**src/rtl/hazard_unit.sv**
```systemverilog
// hazard_unit: pipeline hazard control beside the IF/ID and ID/EX registers.
// Tracks EX/MEM/WB shadow state, raises load-use stalls, branch flushes,
// operand forwarding selects and the HALT drain sequence.
// Optional build macro HAZARD_STATS_EN adds saturating stall/flush counters.
module hazard_unit #(
  parameter int unsigned REG_BITS = 4,
  parameter int unsigned DRAIN    = 3
) (
  input  logic                clk,
  input  logic                rst,
  input  logic [3:0]          opCode,
  input  logic                idValid,
  input  logic [REG_BITS-1:0] rs1,
  input  logic [REG_BITS-1:0] rs2,
  input  logic [REG_BITS-1:0] rd,
  input  logic                regWrite,
  input  logic [1:0]          memRead,
  input  logic                brTaken,
  output logic                pcWrite,
  output logic                ifidWrite,
  output logic                ifidFlush,
  output logic                idexBubble,
  output logic [1:0]          fwdA,
  output logic [1:0]          fwdB,
`ifdef HAZARD_STATS_EN
  output logic [15:0]         stallCount,
  output logic [15:0]         flushCount,
`endif
  output logic                halted
);

  // Counter only has to hold DRAIN-1.
  localparam int unsigned CntW = (DRAIN > 1) ? $clog2(DRAIN) : 1;

  typedef enum logic [1:0] {StRun, StDrain, StHalted} state_e;

  state_e              stateQ, stateD;
  logic [CntW-1:0]     cntQ, cntD;

  logic                exRw, exLd;
  logic [REG_BITS-1:0] exRd, exRs1, exRs2;
  logic                memRw, wbRw;
  logic [REG_BITS-1:0] memRd, wbRd;

  logic                loadUse;

  assign loadUse = idValid && exLd && ((exRd == rs1) || (exRd == rs2));

  // Arbitration: pipeline enables and next FSM state from current state and ID/EX hazards.
  always_comb begin
    stateD     = stateQ;
    cntD       = cntQ;
    pcWrite    = 1'b1;
    ifidWrite  = 1'b1;
    ifidFlush  = 1'b0;
    idexBubble = 1'b0;
    halted     = 1'b0;
    unique case (stateQ)
      StRun: begin
        if (brTaken) begin
          ifidFlush  = 1'b1;
          idexBubble = 1'b1;
        end else if (loadUse) begin
          pcWrite    = 1'b0;
          ifidWrite  = 1'b0;
          idexBubble = 1'b1;
        end else if (idValid && (opCode == 4'b1111)) begin
          pcWrite    = 1'b0;
          ifidWrite  = 1'b0;
          idexBubble = 1'b1;
          if (DRAIN == 0) begin
            stateD = StHalted;
          end else begin
            stateD = StDrain;
            cntD   = CntW'(DRAIN - 1);
          end
        end
      end
      StDrain: begin
        // Nothing older than HALT can still be resolving a branch here.
        pcWrite    = 1'b0;
        ifidWrite  = 1'b0;
        idexBubble = 1'b1;
        if (cntQ == '0) begin
          stateD = StHalted;
        end else begin
          cntD = cntQ - 1'b1;
        end
      end
      StHalted: begin
        pcWrite    = 1'b0;
        ifidWrite  = 1'b0;
        idexBubble = 1'b1;
        halted     = 1'b1;
      end
      default: stateD = StRun;
    endcase
    if (rst) begin
      pcWrite    = 1'b1;
      ifidWrite  = 1'b1;
      ifidFlush  = 1'b0;
      idexBubble = 1'b0;
      halted     = 1'b0;
    end
  end

  // Forwarding selects: EX/MEM result beats the older MEM/WB result.
  always_comb begin
    fwdA = 2'b00;
    fwdB = 2'b00;
    if (!rst) begin
      if (memRw && (memRd == exRs1)) begin
        fwdA = 2'b01;
      end else if (wbRw && (wbRd == exRs1)) begin
        fwdA = 2'b10;
      end
      if (memRw && (memRd == exRs2)) begin
        fwdB = 2'b01;
      end else if (wbRw && (wbRd == exRs2)) begin
        fwdB = 2'b10;
      end
    end
  end

  // FSM, drain counter and EX/MEM/WB shadow registers.
  always_ff @(posedge clk) begin
    if (rst) begin
      stateQ <= StRun;
      cntQ   <= '0;
      exRw   <= 1'b0;
      exLd   <= 1'b0;
      exRd   <= '0;
      exRs1  <= '0;
      exRs2  <= '0;
      memRw  <= 1'b0;
      memRd  <= '0;
      wbRw   <= 1'b0;
      wbRd   <= '0;
    end else begin
      stateQ <= stateD;
      cntQ   <= cntD;
      memRw  <= exRw;
      memRd  <= exRd;
      wbRw   <= memRw;
      wbRd   <= memRd;
      // Register fields always follow ID; a bubble only kills the control bits.
      exRd   <= rd;
      exRs1  <= rs1;
      exRs2  <= rs2;
      if (idValid && !idexBubble) begin
        exRw <= regWrite;
        exLd <= (memRead != 2'b00);
      end else begin
        exRw <= 1'b0;
        exLd <= 1'b0;
      end
    end
  end

`ifdef HAZARD_STATS_EN
  // Saturating counts of honoured load-use stalls and taken-branch flushes.
  always_ff @(posedge clk) begin
    if (rst) begin
      stallCount <= '0;
      flushCount <= '0;
    end else begin
      if ((stateQ == StRun) && !brTaken && loadUse && (stallCount != 16'hFFFF)) begin
        stallCount <= stallCount + 16'd1;
      end
      if ((stateQ == StRun) && brTaken && (flushCount != 16'hFFFF)) begin
        flushCount <= flushCount + 16'd1;
      end
    end
  end
`endif

endmodule

```
**config.mk**
```make
export PLATFORM = sky130hd
export DESIGN_NAME = hazard_unit
export DESIGN_NICKNAME = d
export VERILOG_FILES = /design/src/rtl/hazard_unit.sv
export SDC_FILE = /design/constraint.sdc
export NUM_CORES = 1
export LEC_CHECK = 0
export CAP_MARGIN = 20
export CORE_ASPECT_RATIO = 1.5
export CORE_UTILIZATION = 55
export CTS_BUF_LIST = sky130_fd_sc_hd__clkbuf_8
export CTS_CLUSTER_DIAMETER = 120
export DETAILED_ROUTE_END_ITERATION = 7
export PLACE_DENSITY_LB_ADDON = 0.15
export SYNTH_ARGS = -nofsm -noshare
export SYNTH_HDL_FRONTEND = slang
export SYNTH_SLANG_ARGS = --single-unit
```
**constraint.sdc**
```tcl
create_clock -name clk -period 5.5 [get_ports clk]
set_input_delay 1.1 -clock clk [delete_from_list [all_inputs] [get_ports clk]]
set_output_delay 1.1 -clock clk [all_outputs]
set_load 0.05 [all_outputs]
```
# Word level (Yosys, flattened, before mapping)
# Index checks and enable logic that the tools add are counted.
# totals
out_inout_bits,9
in_bits,23
regBits,28
word_cells,77
# classes
n_eq_ne,14
bitwise_logic,2
n_addsub,1
reduce_logical,18
muxes,31
# op_table
operator,count
2-bit two-way mux,14
4-bit equality test,6
1-bit two-way mux,13
"2-bit inequality test, second input constant",5
5-bit AND reduction,2
1-bit logical AND,8
2-bit case mux with 3 select lines,1
"4-bit equality test, second input constant",1
2-bit zero test,2
1-bit case mux with 2 select lines,2
2-bit case mux with 2 select lines,1
2-bit nonzero test,2
2-bit OR reduction,2
"2-bit by 1-bit equality test with 1-bit output, second input constant",1
"2-bit equality test, second input constant",1
1-bit NOT,2
"2-bit by 1-bit subtractor with 2-bit output, second input constant",1
1-bit zero test,1
1-bit logical OR,1

# Logic depth before layout (Yosys ltp)
# depth
ltp_word,11
depth_mapped,7
mapped_depth_nobuf,7

# Worst setup path after synthesis
# Ideal clock, no wire load.
# synth_timing
path_kind,input to output
start,in rs1[2]
end,out idexBubble
required_time_ns,4.400
t_arrival_ns,3.458
path_buffers,0
cell_stages,5
slack_ns,0.942
cell_sequence,xor2_1 -> nor4_1 -> o211ai_2 -> and3_1 -> nor4_1
# synth_between
elab_chain_len,7
# synth_rtl
item,line_no,source
start: declaration,13,"input logic [REG_BITS-1:0] rs1,"
4-bit equality test,47,assign loadUse = idValid && exLd && ((exRd == rs1) || (exRd == rs2));
1-bit logical OR,47,
1-bit logical AND,47,
1-bit two-way mux,63,end else if (loadUse) begin
1-bit two-way mux,60,if (brTaken) begin
1-bit case mux with 2 select lines,58,unique case (stateQ)
1-bit two-way mux,98,if (rst) begin
end: declaration,22,"output logic idexBubble,"
# Every way passes these cells.

# Worst setup path after layout
# Ends and elaborated chain as after synthesis.

==> results.toml <==
[cts]
clk_latency_ns = 0.28
cts_hold_buf = 0
cts_htree_levels = 1
clkSinkCount = 28
cts-resized-gates = 0
root_buffer = "clkbuf_8"
post_cts_buffers = 0
clk_path_buf_depth = 2
cts_tree = "built"
cts-buffers-inserted = 3
clk_pin_slew_ns = 0.08

[logic_synthesis]
synth-seq-area-share = 0.406
synth.distinct_cells = 34
syn_avg_cell_area_um2 = 9.32
synth_most_common_cell = "dfxtp_1"
async_flop_share = 0
syn_nets = 177
ys_top_cells_by_area = "dfxtp_1 (41%), xor2_1 (11%), nor2b_1 (11%), ha_1 (5.4%), inv_1 (2.7%)"
synth-main-ff-cell = "dfxtp_1"
synth-seq-cells = 28
yosys_warnings = 0
synth_cells = 148
yosysTopAreaCell = "dfxtp_1"
synth_common_cells = "dfxtp_1 (28), nor2b_1 (24), xor2_1 (18)"
synth-edff-count = 0
synthesis.area_um2 = 1380
yosysTopAreaCellShare = 0.406

[power_and_ir_drop]
p_leak_nw = 0.745
fin_total_pwr_mw = 0.572
ir_drop_mv = 0.242
powerDensity_nw_per_um2 = 322

[cells_and_area]
multiInputGateArea_um2 = 763
drive_above_1_share = 0.0556
diodes = 0
seqCellArea_um2 = 561
nNetsFinal = 210
area_delta_synth_final_pct = 28.9
fill_cells = 178

[outcome]
outcome = "finished clean"

[sta]
rsz0062_at_grt = "no"
slew_headroom = 0.665
slew_viol_final = 0
report.final.setup_viol = 0
max_freq_mhz = 210
finalHoldViolCount = 0
worstMarginPinSlew_ns = 0.501
setup_ws_ns = 0.735
setup_tns_ns = 0
skew_ns = 0.00848
whs_ns = 0.446
finalWorstPathRequiredPeriod_ns = 4.77
finalCritPeriodShare = 0.866

[placed_design]
dpl.hpwl_mm = 2.23
gp_congestion = 0.817
numPortBuffers = 31
dpl_worst_slack_ns = 0.797

[floorplanning]
die-area_um2 = 2720
start_util = 0.597
rows = 21
die_h_um = 63.4
core-area_um2 = 2310
dieWidth_um = 42.9
ioPinCount = 32

[critical_path]
critPathArrivalTime_ns = 3.67
r2r-start = "exRd[1]"
critPathKind = "in2out"
path_cells = "clkdlybuf4s50_1 -> xor2_1 -> nor4_1 -> o211ai_2 -> and3_1 -> nor4_1 -> clkdlybuf4s50_1"
r2r_end = "exRw"
endpoint_kind = "output pin"
max_stage_delay_ns = 0.84
setup.worst_path.start_class = "input pin"
critPathRequiredTime_ns = 4.40
worstPathMaxFanout = 6
reg2reg_slack_ns = 3.64
reg2reg_depth = 5
slowest_stage = "clkdlybuf4s50_1"

[routing]
firstDrtPassIters = 4
wl_mm = 2.86
detail_route.wl_per_cell_um = 14.1
ant_nets = 0
drcViolationCount = 0
num_vias = 1139
viasPerCell = 5.61
drt_iter0_drc = 18

[global_routing]
grt_pass1_wl_mm = 4.83
grt_max_degree = 31
grt-ovfl-total = 0
antenna_found_initial = 0
grtUsageTotal = 0.234
grt_pass1_vias = 1147

[worst_hold_path]
hold_end = "memRw"
worstHoldStart = "exRw"
whs_path_depth = 1
min_path_type = "reg2reg"

[job]
drv_cap = 0
==> metrics by stage <==
stage	util	std cells	area, um2
after floorplan	-	148	1380
after global placement	0.739	199	1710
after detailed placement	0.739	199	1710
after CTS	0.769	203	1780
after global routing	0.769	203	1780
final	0.769	203	1780
==> cell type report <==
| class | count | area share |
|---|---|---|
| clock buffers | 3 | 0.0232 |
| clock inverters | 1 | 0.0169 |
| flip-flops and latches | 28 | 0.315 |
| inverters | 10 | 0.0211 |
| multi-input cells | 106 | 0.429 |
| well taps | 23 | 0.0162 |
| repair buffers | 32 | 0.179 |
==> flip-flops by register name, summed over array words and instances, names as in the netlist <==
signal  count
exRd        4
exRs1       4
exRs2       4
memRd       4
wbRd        4
cntQ        2
stateQ      2
exLd        1
exRw        1
memRw       1
wbRw        1
==> worst max-delay path by stage <==
stage                      start         end  slack [ns]  cells past startpoint
after detailed placement  rs1[2]   ifidWrite        0.80                      7
after global routing      rs1[2]   ifidWrite        0.57                      7
final                     rs1[2]  idexBubble        0.73                      7
after CTS                 rs1[2]  idexBubble        0.71                      7
after global placement    rs1[2]  idexBubble        0.84                      7
after floorplan           rs1[2]  idexBubble        0.94                      5
==> power by group <==
group	internal (mW)	switching, mW
Sequential	0.217	0.0127
Clock	0.0975	0.0623
Combinational	0.0781	0.105
Total	0.393	0.180
==> cell families (layout without fill, tap and decap cells) <==
kind of cell / after synthesis / after routing / share of synthesized area
buffers and inverters: 14 / 46 / 0.0408
adders and majority gates: 6 / 6 / 0.0544
DFF: 28 / 28 / 0.406
and+or+nand+nor: 59 / 59 / 0.248
AOI/OAI and AO/OA: 20 / 20 / 0.118
xor gates and xnor gates: 21 / 21 / 0.133
==> critical path: cells and delay by family <==
kind,cells,cell delay [ns]
AO/OA/AOI/OAI,1,0.25
XOR/XNOR,1,0.18
buffers and inverters,2,1.27
AND/OR/NAND/NOR,3,0.86
==> placed cells by master (no fill, tap or decap), drive strengths merged, types with 3 or more instances in the layout <==
| master | n |
|---|---|
| clkdlybuf4s50 | 31 |
| dfxtp | 28 |
| nor2b | 24 |
| xor2 | 18 |
| inv | 10 |
| nor2 | 8 |
| ha | 6 |
| nand2 | 5 |
| nor3 | 4 |
| nand3 | 4 |
| o21ai | 3 |
| nor4 | 3 |
| xnor2 | 3 |
| clkbuf | 3 |
| o211ai | 3 |
==> per-layer routing <==
layer | routed length, um | track usage
met4 | 78 | 0.117
met1 | 1040 | 0.227
met2 | 1660 | 0.451
met5 | 0 | 0
met3 | 79 | 0.0344
Power figures use the tool's default switching activity.
